## config.mk

```make
export PLATFORM = sky130hd
export DESIGN_NAME = jt900h_intc
export DESIGN_NICKNAME = d
export VERILOG_FILES = /design/src/rtl/jt900h_intc_pkg.sv /design/src/rtl/jt900h_intc_arb.sv /design/src/rtl/jt900h_intc.sv
export SDC_FILE = /design/constraint.sdc
export NUM_CORES = 1
export LEC_CHECK = 0
export CAP_MARGIN = 10
export CELL_PAD_IN_SITES_DETAIL_PLACEMENT = 1
export CELL_PAD_IN_SITES_GLOBAL_PLACEMENT = 2
export CORE_MARGIN = 4
export CORE_UTILIZATION = 30
export DETAILED_ROUTE_END_ITERATION = 8
export PLACE_DENSITY = 0.74
export SLEW_MARGIN = 15
export SYNTH_ARGS = -nofsm -noshare
export SYNTH_HDL_FRONTEND = slang
export SYNTH_SLANG_ARGS = --single-unit
```

## constraint.sdc

```tcl
create_clock -name clk -period 22.1 [get_ports clk]
set_input_delay 4.42 -clock clk [delete_from_list [all_inputs] [get_ports clk]]
set_output_delay 4.42 -clock clk [all_outputs]
set_load 0.03 [all_outputs]
```

## src/rtl/jt900h_intc_pkg.sv

```systemverilog
// Shared constants for the JT900H interrupt controller: register map and FSM encoding.
package jt900h_intc_pkg;

   localparam int unsigned NSRC  = 8;
   localparam int unsigned IDX_W = 3;
   localparam int unsigned LVL_W = 3;

   localparam logic [3:0] REG_PRIO0 = 4'd0;
   localparam logic [3:0] REG_EDGE  = 4'd8;
   localparam logic [3:0] REG_CTRL  = 4'd9;
   localparam logic [3:0] REG_PEND  = 4'd10;

   typedef enum logic [1:0] {
      ST_IDLE = 2'd0,
      ST_REQ  = 2'd1,
      ST_ACK  = 2'd2
   } state_t;

endpackage

```

## src/rtl/jt900h_intc_arb.sv

```systemverilog
// Combinational 8-way arbiter: highest level wins, ties go to the lowest index.
module jt900h_intc_arb
   import jt900h_intc_pkg::*;
(
   input  logic [NSRC-1:0]       cand,
   input  logic [NSRC*LVL_W-1:0] prio,
   output logic [IDX_W-1:0]      idx,
   output logic [LVL_W-1:0]      lvl,
   output logic                  valid
);

   // Scan downward with >= so a lower index overrides an equal level
   always_comb begin
      idx   = '0;
      lvl   = '0;
      valid = 1'b0;
      for (int i = NSRC - 1; i >= 0; i--) begin
         if (cand[i] && prio[i*LVL_W +: LVL_W] != '0 && prio[i*LVL_W +: LVL_W] >= lvl) begin
            idx   = IDX_W'(i);
            lvl   = prio[i*LVL_W +: LVL_W];
            valid = 1'b1;
         end
      end
   end

endmodule

```

## src/rtl/jt900h_intc.sv

```systemverilog
// JT900H interrupt controller: latches sources, arbitrates by priority and presents one request.
module jt900h_intc
   import jt900h_intc_pkg::*;
(
   input  logic       clk,
   input  logic       rst_n,
   input  logic       cen,
   input  logic [7:0] src,
   input  logic       cfg_we,
   input  logic [3:0] cfg_addr,
   input  logic [7:0] cfg_din,
   output logic [7:0] cfg_dout,
   output logic       irq,
   output logic [2:0] intrq,
   output logic       inta_en,
   output logic [7:0] int_addr,
   input  logic       irq_ack
);

   logic [LVL_W-1:0]      prio [NSRC];
   logic [NSRC*LVL_W-1:0] prio_flat;
   logic [NSRC-1:0]       edge_cfg;
   logic [2:0]            vbase;
   logic [NSRC-1:0]       src_q, pend, pend_n, rise, ack_clr, wr_clr;
   logic [IDX_W-1:0]      win_idx, win_idx_n, arb_idx;
   logic [LVL_W-1:0]      win_lvl, win_lvl_n, arb_lvl;
   logic                  arb_valid, irq_n;
   logic [7:0]            int_addr_n;
   state_t                state, state_n;

   always_comb begin
      prio_flat = '0;
      for (int i = 0; i < NSRC; i++) prio_flat[i*LVL_W +: LVL_W] = prio[i];
   end

   jt900h_intc_arb u_arb (
      .cand  (pend),
      .prio  (prio_flat),
      .idx   (arb_idx),
      .lvl   (arb_lvl),
      .valid (arb_valid)
   );

   // Edge bits: set on rise, cleared by ack or PEND write; level bits follow src
   always_comb begin
      rise    = src & ~src_q;
      ack_clr = (state == ST_REQ && irq_ack) ? (NSRC'(1) << win_idx) : '0;
      wr_clr  = (cfg_we && cfg_addr == REG_PEND) ? cfg_din : '0;
      pend_n  = (edge_cfg & ((pend & ~ack_clr & ~wr_clr) | rise)) | (~edge_cfg & src);
   end

   always_ff @(posedge clk) begin
      if (!rst_n) begin
         for (int i = 0; i < NSRC; i++) prio[i] <= '0;
         edge_cfg <= '0;
         inta_en  <= 1'b0;
         vbase    <= '0;
         src_q    <= '0;
         pend     <= '0;
      end else if (cen) begin
         src_q <= src;
         pend  <= pend_n;
         if (cfg_we) begin
            if (!cfg_addr[3]) prio[cfg_addr[2:0]] <= cfg_din[2:0];
            else if (cfg_addr == REG_EDGE) edge_cfg <= cfg_din;
            else if (cfg_addr == REG_CTRL) begin
               inta_en <= cfg_din[7];
               vbase   <= cfg_din[2:0];
            end
         end
      end
   end

   always_comb begin
      cfg_dout = '0;
      if (!cfg_addr[3]) cfg_dout = {5'b0, prio[cfg_addr[2:0]]};
      else begin
         case (cfg_addr)
            REG_EDGE: cfg_dout = edge_cfg;
            REG_CTRL: cfg_dout = {inta_en, 4'b0, vbase};
            REG_PEND: cfg_dout = pend;
            default:  cfg_dout = '0;
         endcase
      end
   end

   always_ff @(posedge clk) begin
      if (!rst_n)   state <= ST_IDLE;
      else if (cen) state <= state_n;
   end

   always_comb begin
      state_n = state;
      case (state)
         ST_IDLE: if (arb_valid) state_n = ST_REQ;
         ST_REQ: begin
            if (irq_ack)         state_n = ST_ACK;
            else if (!arb_valid) state_n = ST_IDLE;
         end
         ST_ACK:  state_n = ST_IDLE;
         default: state_n = ST_IDLE;
      endcase
   end

   // Next presented request; REQ re-arbitrates every cycle so a stronger arrival takes over
   always_comb begin
      irq_n      = irq;
      win_idx_n  = win_idx;
      win_lvl_n  = win_lvl;
      int_addr_n = int_addr;
      case (state)
         ST_IDLE, ST_REQ: begin
            if (state == ST_REQ && irq_ack) irq_n = 1'b0;
            else if (arb_valid) begin
               irq_n      = 1'b1;
               win_idx_n  = arb_idx;
               win_lvl_n  = arb_lvl;
               int_addr_n = {vbase, arb_idx, 2'b00};
            end else irq_n = 1'b0;
         end
         default: irq_n = 1'b0;
      endcase
   end

   always_ff @(posedge clk) begin
      if (!rst_n) begin
         irq      <= 1'b0;
         win_idx  <= '0;
         win_lvl  <= '0;
         int_addr <= '0;
      end else if (cen) begin
         irq      <= irq_n;
         win_idx  <= win_idx_n;
         win_lvl  <= win_lvl_n;
         int_addr <= int_addr_n;
      end
   end

   assign intrq = win_lvl;

endmodule

```

# Word-level counts from Yosys, hierarchy flattened
# Memory sizes are Yosys's and may differ from the RTL's.
# Index checks and enable logic that the tools add are counted.
[totals]
ff_bits = 43
ram_bits = 24
input_bits = 25
out_inout_bits = 21
word_cells = 116
memories = 1
[mem_list]
columns = ["name", "words", "word_bits", "read_ports", "rd_clocked_by_memory_dff", "wr", "line_no", "source"]
rows = [
  ["prio", 8, 3, 9, 0, 8, "jt900h_intc.sv:20", "logic [LVL_W-1:0] prio [NSRC];"],
]
[classes]
order_cmp = 8
n_eq_ne = 6
shifts = 1
mux = 44
bitwise_logic = 13
n_reduce_logical = 33
[ops]
columns = ["op", "n"]
rows = [
  ["2-to-1 mux 3 bit", 18],
  ["AND 8 bit", 5],
  ["NOT 8 bit", 4],
  ["2-to-1 mux 8 bit", 3],
  ["one-hot mux 8 bit (3 select lines)", 1],
  ["nonzero test 3 bit", 8],
  [">= comparator 3 bit", 7],
  ["logical AND 1 bit", 18],
  ["2-to-1 mux 1 bit", 18],
  ["bitwise OR 8 bit", 2],
  ["== test 4 bit, second input constant", 3],
  ["AND reduction 4 bit", 2],
  ["<< shifter 1 x 3 -> 8 bit, first input constant", 1],
  ["2-to-1 mux 2 bit", 3],
  ["AND reduction 5 bit", 1],
  ["one-hot mux 2 bit (2 select lines)", 1],
  [">= comparator 3 x 1 -> 1 bit, second input constant", 1],
  ["inequality test 3 bit, second input constant", 1],
  ["AND reduction 3 bit", 1],
  ["OR reduction 3 bit", 1],
  ["== test 2 x 1 -> 1 bit, second input constant", 1],
  ["zero test 2 bit", 1],
  ["inequality test 2 bit, second input constant", 1],
  ["NOT 1 bit", 2],
  ["OR reduction 2 bit", 1],
]

# Longest topological paths before layout
# Gate-level depths: netlist (run 1).
# An unclocked memory read counts as a cell.
[logic_depth]
ltp_word = 29
mapped_depth = 55
mapped_depth_nobuf = 53

# Cells and area by module
# Synthesis (run 1) repeated with hierarchy kept, for this count alone.
[unflattened]
hier_cells = 475
area_unflattened_um2 = 4270.3
[by_module_without_submodules]
columns = ["module", "n_inst", "cells_per_inst", "area_each_um2"]
rows = [
  ["jt900h_intc", 1, 323, 3213.1],
  ["jt900h_intc_arb", 1, 152, 1057.3],
]

# Worst setup path before layout (run 1)
# Ideal clock, no wire load.
[synth_timing]
kind = "input-to-output"
startpoint = "input port cfg_addr[1]"
endpoint = "output port cfg_dout[7]"
arrival_time_ns = 6.169
path_slack_ns = 11.511
cell_stages = 7
n_path_buf = 3
path_cell_list = "clkbuf_1 -> buf_1 -> buf_1 -> mux2i_1 -> nor2_1 -> a21oi_1 -> nor2_1"
[synth_via]
elab_chain_len = 3
word_cells_on_any_way = 5
cone_classes = "eq/ne (3); mux (2)"
[synth_lines]
columns = ["element", "line_no", "source"]
rows = [
  ["start, declared", "jt900h_intc.sv:10", "input logic [3:0] cfg_addr,"],
  ["== test 4 bit", "jt900h_intc.sv:78", "case (cfg_addr)"],
  ["one-hot mux 8 bit (3 select lines) (*)", "jt900h_intc.sv:78", ""],
  ["2-to-1 mux 8 bit (*)", "jt900h_intc.sv:76", "if (!cfg_addr[3]) cfg_dout = {5'b0, prio[cfg_addr[2:0]]};"],
  ["end, declared", "jt900h_intc.sv:12", "output logic [7:0] cfg_dout,"],
]
# Mark *: on every way between the ends. The rest lies on a longest branch, timed or not.

# Worst setup path after layout (run 1)
[layout_timing]
startpoint = "input port cfg_addr[0]"
endpoint = "output port cfg_dout[1]"
[layout_via]
elab_chain_len = 3
word_cells_on_any_way = 6
cone_classes = "eq/ne (3); mux (2); memory (1)"
[layout_lines]
columns = ["element", "line_no"]
rows = [
  ["== test 4 bit", "jt900h_intc.sv:78"],
  ["one-hot mux 8 bit (3 select lines)", "jt900h_intc.sv:78"],
  ["2-to-1 mux 8 bit (*)", "jt900h_intc.sv:76"],
]
# Marks and branches as above.

==> run metrics, run 1 <==
clk_lat worst skew ~0.33 ns; Non-Filler Instances about 680; Worst Hold Class register to register; Yosys reg bits 64; Int Pwr between 0.2 and 0.3 mW; Tot Pwr between 0.3 and 0.4 mW; critical path class primary input to output pin; total track usage 0.1590; Syn Inst Count between 400 and 500; Die H about 130 µm; leakage about 1.9 nW; initial antenna violation count 0; outcome complete, no violations; Final min period around 11 ns; Final Cycle Share 0.5137; Synth Cell Area between 4000 and 5000 µm²; xor/xnor share of the synthesized area 0; first-pass GRT wire length about 20 mm; Yosys warnings 0; vias 3558; final non-filler cell area 5066 µm²; Resized Gates After CTS 0; 1st-iter DRT viols between 150 and 200; Setup Buffers After CTS 0; Post-DRT Antenna Nets 0; total global routing overflow 0; largest family of logic cells by synthesized area simple AND/OR/NAND/NOR gates; max_slew headroom 0.3488; core area about 13000 µm²; ranking of synthesized cells by area dfxtp_1 (19%), edfxtp_1 (17%), mux2i_1 (6.9%); Slew @ Worst Pin approximately 0.97 ns; drt total wl ~12 mm; drt drc 0; CP max FO 18; Register Area around 1500 µm²; syn_area_per_cell approximately 9 µm²; most common cell in the netlist nand2_1; max cap viols 0; setup violators final 0; Yosys cell types between 70 and 80; max-slew violation count 0; Die Width roughly 130 µm; Gate power share 0.186; DR vias/cell ~5.2; multi-input logic area ~2500 µm²; Worst setup SP type primary input; mux cell area share after synthesis 0.09352; Synth Area in Adders 0.03824; CTS sink count between 60 and 70; DP Worst Slack approximately 11 ns; placed cell area between 4000 and 5000 µm²; hold_buf cts 0; PD cells 68.85 nW/µm²; Setup Skew between 0.004 and 0.005 ns; CTS Buf Count 9; Initial Util 0.3113; share of post-route cells with drive strength above 1 0.08498; top_reg_cell synth dfxtp_1; DRT Pass-1 Iters 4; Max IR drop VDD about 0.048 mV; port bufs between 40 and 50; pin count of the biggest net entering global routing 53; area grow syn2layout 20.97%; Post-synth ARST share 0; final net count roughly 540; Final Hold Viols 0; Clock power frac 0.421; Crit path arrival time approximately 6.9 ns; Sw Share 0.2713; post-synthesis simple-gate area fraction 0.2668; maximum buffer depth of the clock tree 2; n_diodes 0; num rows 42; Filler cells around 1600; post-synthesis compound-gate area fraction 0.1960; largest area contributor in the netlist dfxtp_1; H-tree level count 3; final hold slack 0.4730 ns; RSZ-0062 raised after global routing false; Root Driver clkbuf_16; final critical-path setup slack around 11 ns; vias in the first global route 3715; post-placement cell count ~670; CP endpoint kind output pin; die area between 15000 and 20000 µm²; TritonCTS clock tree built; HPWL Detailed between 9 and 10 mm; # IOs 46; clock slew at reported path FFs about 0.050 ns; Post-synth EDFFs 24; P_sw 0.09462 mW; routability cong. approximately 0.77; maximum clock rate slightly below 90 MHz; WL per Instance 17.98 µm; Sequential Power Share 0.393; post-synth top area share 0.1912; register area share after synthesis 0.3633; final cell utilization of the core 0.3766; Setup TNS Final 0 ns; commonest cells in the netlist nand2_1 (53), dfxtp_1 (40), nor2b_1 (32), mux2i_1 (29), nor2_1 (28); Critical Path RT about 18 ns
## placed cells by master (no fill, tap or decap), drive strengths merged, types with 2 or more instances in the layout
cell type | Yosys | final
o211a | 2 | 2
a21boi | 10 | 10
mux4 | 4 | 4
buf | 8 | 3
o22ai | 3 | 3
a32oi | 4 | 4
nand3 | 12 | 12
nor2b | 33 | 33
and2 | 24 | 24
and3 | 9 | 9
o31ai | 4 | 4
clkbuf | 15 | 14
clkdlybuf4s50 | 0 | 43
conb | 1 | 2
nor3 | 8 | 8
a22oi | 9 | 9
dfxtp | 40 | 40
nand3b | 2 | 2
or2 | 3 | 3
nand2 | 54 | 54
inv | 17 | 17
mux2i | 29 | 29
nand2b | 23 | 23
edfxtp | 24 | 24
o21a | 3 | 3
nor3b | 4 | 4
a21oi | 27 | 27
nor2 | 28 | 28
a31oi | 4 | 4
o211ai | 8 | 8
ha | 12 | 12
o21ai | 18 | 18
o21bai | 2 | 2
## final timing paths
check                   start           to  slack (ns)  cells past startpoint
hold / removal       state[0]     state[0]        0.47                      2
setup reg to reg   prio[7][0]     intrq[0]       11.14                     50
setup / recovery  cfg_addr[0]  cfg_dout[1]       10.75                      5
hold reg to reg      state[0]     state[0]        0.47                      2
## critical path, stage by stage
cell	delay (ns)
clkdlybuf4s50_1	0.90
nor2b_1	0.47
a22oi_1	0.16
o221ai_1	0.25
clkdlybuf4s50_1	0.73
## flip-flops by register name, indices dropped and copies added (netlist names)
name / cells
irq: 1
state: 2
inta_en: 1
win_idx: 2
vbase: 3
intrq: 3
prio: 24
pend: 8
edge_cfg: 8
src_q: 8
int_addr: 4
## cell families after synthesis
| family | after synthesis |
|---|---|
| other | 1 |
| multiplexers | 34 |
| flip-flops | 64 |
| adder cells (fa/ha/maj) | 13 |
| AND/OR/NAND/NOR | 206 |
| AO/OA/AOI/OAI | 108 |
| buffers and inverters | 40 |
## per-layer routing
layer  vias to the layer above  routed length, µm  global-route usage
li1                       1743                  -                   -
met1                      1735               5761              0.2087
met2                        61               5918              0.2632
met3                        19                350             0.03133
met4                         0                233             0.05110
met5                         -                  0                   0
## area by class of cell
class                           instances  share of cell area
Multi-Input combinational cell        363              0.4930
Clock buffer                           14             0.05433
Sequential cell                        64              0.3003
Tap cell                              176             0.04347
Inverter                               17             0.01260
Timing Repair Buffer                   46             0.08940
Clock inverter                          2            0.006915
## power by group through the flow
stage          clock (mW)  combinational [mW]  sequential (mW)
5_1_grt             0.156              0.0723            0.138
4_1_cts             0.150              0.0658            0.137
3_5_place_dp            0              0.0655            0.139
6_report            0.147              0.0649            0.137
2_1_floorplan           0              0.0437            0.139
3_3_place_gp            0              0.0635            0.139
No activity file was read; power rests on OpenSTA's default activity.
==> inputs of run 2 (changes only) <==
--- a/config.mk
+++ b/config.mk
@@ -11,7 +11,7 @@
 export CORE_MARGIN = 4
 export CORE_UTILIZATION = 30
 export DETAILED_ROUTE_END_ITERATION = 8
-export PLACE_DENSITY = 0.74
+export PLACE_DENSITY = 0.77
 export SLEW_MARGIN = 15
 export SYNTH_ARGS = -nofsm -noshare
 export SYNTH_HDL_FRONTEND = slang
==> constraint.sdc (replaced) <==
create_clock -name clk -period 9.7 [get_ports clk]
set_input_delay 1.94 -clock clk [delete_from_list [all_inputs] [get_ports clk]]
set_output_delay 1.94 -clock clk [all_outputs]
set_load 0.03 [all_outputs]
==> run 2 against run 1 <==
Against the previous run: die area is the same; final area grew 6.0%; sequential cell count is the same; sequential share of layout area shrank 1.7 points; via count grew 3.4%; clock power grew 110%; critical endpoint is now win_idx[1]; clock skew shrank 0.0011 ns; power grew 130%; count of clock-buffer cells in the layout shrank 2; wire length grew 6.4%.
==> run metrics, run 2 (same netlist as run 1, synthesis figures left out) <==
drt total wl around 13 mm; outcome complete, no violations; max_slew headroom 0.3729; PD cells about 150 nW/µm²; Die Width roughly 130 µm; crit-path max cell delay between 0.4 and 0.5 ns; final net count around 560; critical path class register to register; # IOs 46; commonest non-fill, non-tap cells in the layout nand2_1 (50), clkdlybuf4s50_1 (43), dfxtp_1 (39); clock slew at reported path FFs ~0.05 ns; Post-DRT Antenna Nets 0; vias in the first global route 3930; leakage 2.060 nW; max cap viols 0; total track usage 0.1638; WL per Instance 18.46 µm; area grow syn2layout 28.20%; Crit path arrival time roughly 9.5 ns; clk_lat worst skew roughly 0.33 ns; CP endpoint kind register; CTS sink count 64; final non-filler cell area about 5400 µm²; Setup Skew about 0.0038 ns; Worst setup SP type register; commonest non-fill, non-tap cell in the layout nand2_1; maximum clock rate 108.4 MHz; vias roughly 3700; Root Driver clkbuf_16; Clock power frac 0.385; Sw Share 0.2834; num rows 42; initial antenna violation count 0; Final Cycle Share 0.9510; Slew @ Worst Pin slightly above 0.9 ns; DRT Pass-1 Iters 4; Filler cells 1579; port bufs 43; worst r2r path cells 53; H-tree level count 3; Critical Path RT 9.97 ns; 1st-iter DRT viols between 150 and 200; routability cong. around 0.84; critical path's slowest cell edfxtp_1; Final Hold Viols 0; DR vias/cell 5.204; post-placement cell count approximately 670; share of post-route cells with drive strength above 1 0.1789; TritonCTS clock tree built; CP most frequent cell ha_1; Worst Hold Class register to register; Max IR drop VDD around 0.092 mV; die area between 15000 and 20000 µm²; pin count of the biggest net entering global routing 47; HPWL Detailed between 9 and 10 mm; Initial Util 0.3113; placed cell area roughly 4800 µm²; Int Pwr approximately 0.57 mW; core area between 10000 and 15000 µm²; Final min period around 9.2 ns; hold depth 2; hold_buf cts 0; Biggest register prio; CTS Buf Count 9; Largest register FFs 24; CP max FO 4; Sequential Power Share 0.391; Gate power share 0.224; n_diodes 0; Non-Filler Instances a little over 700; maximum buffer depth of the clock tree 2; Die H 126.2 µm; total global routing overflow 0; drt drc 0; P_sw between 0.2 and 0.25 mW; setup violators final 0; first-pass GRT wire length between 20 and 25 mm; max-slew violation count 0
==> run 2: final timing paths <==
path	startpoint	end	slack, ns
setup / recovery	prio[7][0]	win_idx[1]	0.48
hold / removal	src_q[1]	src_q[1]	0.48
setup reg to reg	prio[7][0]	win_idx[1]	0.48
hold reg to reg	src_q[1]	src_q[1]	0.48
==> run 2: layout make-up <==
cell class,instances,area (µm²),share of cell area
multi-input cells,363,2639,0.4915
clock inverters,4,45.04,0.008390
repair buffers,71,641.9,0.1196
clock buffers,12,236.5,0.04405
flip-flops and latches,64,1523,0.2836
inverters,17,63.81,0.01189
well taps,176,220.2,0.04102
==> run 2: worst max-delay path, delay by kind of cell (launching register included) <==
kind | cells | cell delay, ns
flip-flops | 1 | 0.42
AO/OA/AOI/OAI | 19 | 3.11
AND/OR/NAND/NOR | 17 | 2.14
buffers and inverters | 7 | 0.69
multiplexers | 2 | 0.59
adder cells (fa/ha/maj) | 8 | 2.19
==> run 2: power groups by stage <==
stage | combinational, mW | sequential, mW | clock [mW]
after floorplan | 0.0995 | 0.316 | 0
after detailed placement | 0.154 | 0.318 | 0
after CTS | 0.162 | 0.312 | 0.318
final | 0.179 | 0.313 | 0.308
after global routing | 0.196 | 0.315 | 0.330
after global placement | 0.150 | 0.316 | 0
==> run 2: through the flow <==
| step | power, mW | hold WS, ns | utilization | setup slack (ns) | TNS (ns) |
|---|---|---|---|---|---|
| after floorplan | 0.4154 | 0.4490 | - | 0.5471 | 0 |
| after global placement | 0.4667 | 0.4669 | 0.3552 | 0.1559 | 0 |
| after detailed placement | 0.4719 | 0.4708 | 0.3552 | -0.3408 | -2.502 |
| after CTS | 0.7920 | 0.4826 | 0.3817 | 0.01181 | 0 |
| after global routing | 0.8415 | 0.5060 | 0.3991 | -0.06382 | -0.2042 |
| final | 0.8002 | 0.4771 | 0.3991 | 0.4751 | 0 |
==> run 2: what timing repair did <==
item,CTS,global route
setup endpoints to repair,9,11
cloned,0,1
setup buffers,6,15
pin swaps,2,17
gates resized for setup,8,25
==> run 2: per-layer routing <==
metal | routed length, µm | GRT usage | vias to the layer above
li1 | - | - | 1787
met1 | 5961 | 0.2096 | 1809
met2 | 6437 | 0.2748 | 59
met3 | 337 | 0.03006 | 24
met4 | 315 | 0.06246 | 0
met5 | 0 | 0 | -
==> edit 1: new RTL, config.mk and constraints of run 2 <==
Make the reset (`rst_n`) asynchronous in 3 clocked blocks.
--- a/src/rtl/jt900h_intc.sv
+++ b/src/rtl/jt900h_intc.sv
@@ -51,3 +51,3 @@
 
-   always_ff @(posedge clk) begin
+   always_ff @(posedge clk or negedge rst_n) begin
       if (!rst_n) begin
@@ -86,3 +86,3 @@
 
-   always_ff @(posedge clk) begin
+   always_ff @(posedge clk or negedge rst_n) begin
       if (!rst_n)   state <= ST_IDLE;
@@ -124,3 +124,3 @@
 
-   always_ff @(posedge clk) begin
+   always_ff @(posedge clk or negedge rst_n) begin
       if (!rst_n) begin
Formal check against the unedited RTL: differs if rst_n is asserted again (counterexample within 4 cycles, from zero or initial values and one cycle with rst_n low); with rst_n held inactive, the same outputs for 4 cycles.
==> edit 1 against run 2 <==
Worst setup slack lost 160 ps. Sequential cell count is the same. Synthesized area shrank 2.8%. Cell area grew 1.2%. Via count grew 0.43%. First-iteration DRC count grew 17%. Die area shrank 2.7%. Routed wire length grew 4.4%. Cell count shrank 4.2%.
Power is not compared: it rests on default switching activity, and its combinational part moved more than twofold at a synthesized area within 25%.
==> edit 1: results (changes against run 2) <==
WL per Instance=20.1 µm (was 18.5 µm); Max-slew headroom=44.0% (was 37.3%); Critical Path Slowest Stage Cell=dfrtp_1 (was edfxtp_1); Initial DRC Count=191 (was 163); sequential area share after synthesis=39.4% (was 36.3%); Biggest register=prio (unchanged); pin count of the biggest net entering global routing=65 (was 47); CP Launch Point=pend[7] (was prio[7][0]); clock skew=3.24 ps (was 3.76 ps); post-synth cell types=63 (was 72); Synth async-reset ratio=100% (was 0%); Post-DP HPWL=9580 µm (was 9650 µm); Total Routing Usage GR=17.2% (was 16.4%); RePlAce Congestion=0.835 (was 0.836); vias per cell=5.46 (was 5.20); layout cells sized above 1=31.3% (was 17.9%); Lkg Pwr=~2.3 nW; HP Start=src_q[4] (was src_q[1]); Synth area leaders=dfrtp_1 (39%), mux2_2 (11%), nand2_1 (6.2%) (was dfxtp_1 (19%), edfxtp_1 (17%), mux2i_1 (6.9%)); global-route wire length before repair=21500 µm (was 20700 µm); status=finished, final reports clean (unchanged); Worst EP arrival=9600 ps (was 9500 ps); vias in the first global route=3979 (was 3930); synth cell count leaders=nand2_1 (67), dfrtp_1 (64), mux2_2 (40) (was nand2_1 (53), dfxtp_1 (40), nor2b_1 (32)); Antenna diodes=0 (unchanged); Port Buf Inserts=43 (unchanged); Final #Nets=534 (was 563); Post-synth top flop=dfrtp_1 (was dfxtp_1)
[edit 1: stage by stage]
step	total power [W]	setup slack [ps]	instances	instance area (µm²)
after floorplan	0.000763	116	423	4070
after global placement	0.000961	123	640	4770
after detailed placement	0.000979	-308	640	4770
after CTS	0.00138	9.21	670	5230
after global routing	0.00158	-208	677	5430
final	0.00149	316	677	5430
[edit 1: per-layer routing]
metal,routed length [µm],global-route usage (%),vias to the layer above
li1,-,-,1703
met1,6130,22.8,1883
met2,6710,29.0,81
met3,445,2.62,28
met4,337,4.96,0
met5,0,0,-
[edit 1: path summary, 6_finish.rpt]
| path | endpoint | slack [ps] | depth (start not counted) |
|---|---|---|---|
| setup / recovery | intrq[2] | 320 | 56 |
| setup reg to reg | intrq[2] | 320 | 56 |
| hold reg to reg | src_q[4] | 510 | 1 |
| max in group asynchronous | edge_cfg[3] | 7360 | 2 |
| min in group asynchronous | src_q[0] | 1800 | 2 |
| hold / removal | src_q[4] | 510 | 1 |
[edit 1: what timing repair did]
item | in CTS | in global routing
cloned | 0 | 0
hold buffers | 0 | 0
setup endpoints to repair | 11 | 11
gates resized for setup | 16 | 32
buffers inserted | 15 | 7
pin swaps | 5 | 22
[edit 1: cell families after synthesis]
logic type	synth area share, %
AO/OA/AOI/OAI	20.4
adder cells (fa/ha/maj)	3.94
buffers and inverters	3.81
flip-flops	39.4
multiplexers	16.2
other	0.0922
AND/OR/NAND/NOR	16.2
[edit 1: power groups by stage]
stage	Clock (W)	Combinational [W]	Sequential, W
CTS	0.000324	0.000650	0.000406
finish	0.000321	0.000759	0.000411
global placement	0	0.000554	0.000407
global route	0.000341	0.000823	0.000420
floorplan	0	0.000342	0.000421
detailed placement	0	0.000570	0.000408
[edit 1: area by class of cell]
| class | count | area (µm²) |
|---|---|---|
| fillers | 1512 | 7810 |
| inverters | 19 | 71.3 |
| multi-input cells | 320 | 2520 |
| clock buffers | 11 | 243 |
| clock inverters | 4 | 45.0 |
| well taps | 176 | 220 |
| flip-flops and latches | 64 | 1600 |
| repair buffers | 83 | 729 |
==> edit 2: new RTL, flow settings as in run 2 <==
Made on the original files. Put one more register stage on the output `intrq`, cleared by the reset. The value now appears one clock later. The other outputs are not delayed to match.
--- a/src/rtl/jt900h_intc.sv
+++ b/src/rtl/jt900h_intc.sv
@@ -138,3 +138,9 @@
 
-   assign intrq = win_lvl;
+   always_ff @(posedge clk) begin
+      if (!rst_n) begin
+         intrq <= '0;
+      end else begin
+         intrq <= win_lvl;
+      end
+   end
 
Function: changed (Yosys sat finds a counterexample within 4 cycles, from zero or initial values and one cycle with rst_n low).
==> edit 2 against run 2 <==
The flow now finishes with violations (negative setup slack). Global-route usage grew 0.45 points. First-iteration DRC count grew 40%. Sequential share of layout area shrank 1.1 points. Core utilization grew 1.7 points. Combinational power grew 11%. Fmax shrank 6.2%. Worst setup slack lost 610 ps. Sequential cell count grew 3. Die area grew 2.7%. Total power grew 5.5%. Synthesized area grew 2.9%. Routed wire length grew 4.5%. Cell area grew 8.4%. Via count grew 5.2%.
==> edit 2: results (changes against run 2) <==
Worst EP arrival=10060 ps (was 9500 ps); post-synthesis xor/xnor area fraction=0% (unchanged); Max-slew headroom=40.1% (was 37.3%); sequential area share after synthesis=36.7% (was 36.3%); Sw Pwr=0.000239 W (was 0.000227 W); Biggest register=prio (unchanged); Post-DP HPWL=10100 µm (was 9650 µm); status=complete, but fails checks (was finished, final reports clean); placed cells=705 (was 669); Routed WL=13600 µm (was 13100 µm); CP max FO=5 (was 4); Critical Path Slowest Stage Cell=o41ai_4 (was edfxtp_1); vias in the first global route=4138 (was 3930); endpoints failing setup=7 (was 0); mux share of post-synthesis cell area=10.3% (was 9.35%); pin count of the biggest net entering global routing=53 (was 47); hold slack=449 ps (was 477 ps); end of the worst hold path=intrq[1] (was src_q[1]); Lkg Pwr=2.25 nW (was 2.06 nW); DR vias=3872 (was 3679); WL per Instance=18.3 µm (was 18.5 µm); Cell Area, Placed=5220 µm² (was 4780 µm²); layout cells sized above 1=23.9% (was 17.9%); Synth area leaders=dfxtp_1 (20%), edfxtp_1 (17%), mux2i_1 (8.1%) (was dfxtp_1 (19%), edfxtp_1 (17%), mux2i_1 (6.9%)); Initial DRC Count=228 (was 163); global-route wire length before repair=21800 µm (was 20700 µm); post-synth cell types=74 (was 72); PnR worst setup slack=-134 ps (was 475 ps); Filler cells=1623 (was 1579); Compound-Gate Fraction of Synth Area=20.0% (was 19.6%); worst vdd ir=87.1 µV (was 92.1 µV); clock skew=5.90 ps (was 3.76 ps); adder-cell area share of the yosys netlist=3.95% (was 3.82%); Setup TNS Final=-635 ps (was 0 ps); Setup crit end=win_lvl[2] (was win_idx[1]); synth cell count leaders=nand2_1 (59), dfxtp_1 (43), nor2b_1 (38) (was nand2_1 (53), dfxtp_1 (40), nor2b_1 (32)); Final #Nets=597 (was 563); Placement Setup Slack=-252 ps (was -341 ps); hold path cells=1 (was 2); failing checks=negative setup slack; Cells after Synth=476 (was 466)
-- edit 2: cell count changes after synthesis, moves of 5 or more --
cell | before | now
nand3_1 | 10 | 3
nor3_1 | 7 | 14
o211ai_1 | 7 | 2
a21oi_1 | 26 | 18
nand2b_1 | 23 | 15
nor2b_1 | 32 | 38
nand2_1 | 53 | 59
a21boi_0 | 8 | 3
mux2i_1 | 29 | 35
a32oi_1 | 4 | 10
-- edit 2: power groups by stage --
| stage | clock [W] | sequential [W] | combinational (W) |
|---|---|---|---|
| 2_1_floorplan | 0 | 0.000327 | 0.000110 |
| 3_3_place_gp | 0 | 0.000329 | 0.000168 |
| 3_5_place_dp | 0 | 0.000329 | 0.000172 |
| 4_1_cts | 0.000327 | 0.000324 | 0.000184 |
| 5_1_grt | 0.000346 | 0.000326 | 0.000216 |
| 6_report | 0.000322 | 0.000324 | 0.000198 |
-- edit 2: cell type report --
class | count | area [µm²] | share of cell area [%]
tap | 180 | 225 | 3.87
clock buffer | 13 | 282 | 4.84
timing repair buffer | 98 | 860 | 14.8
sequential | 67 | 1590 | 27.2
inverter | 15 | 56.3 | 0.967
multi-input combinational | 369 | 2800 | 48.0
clock inverter | 3 | 18.8 | 0.322
-- edit 2: routing by layer --
metal | GRT usage (%) | routed length [µm]
met1 | 21.7 | 5910
met4 | 4.93 | 216
met5 | 0 | 0
met3 | 3.04 | 631
met2 | 28.8 | 6870
-- edit 2: timing repair --
item / 4_1_cts / 5_1_grt
buffers inserted: 14 / 10
pin swaps: 21 / 25
endpoints found under the setup margin: 9 / 11
hold buffers: 0 / 0
resized for setup: 8 / 19
-- edit 2: logic make-up after synthesis --
group                      after synthesis
AOI/OAI and AO/OA                      110
DFF                                     67
muxes                                   41
buffers and inverters                   41
other                                    1
and+or+nand+nor                        202
adders and majority gates               14
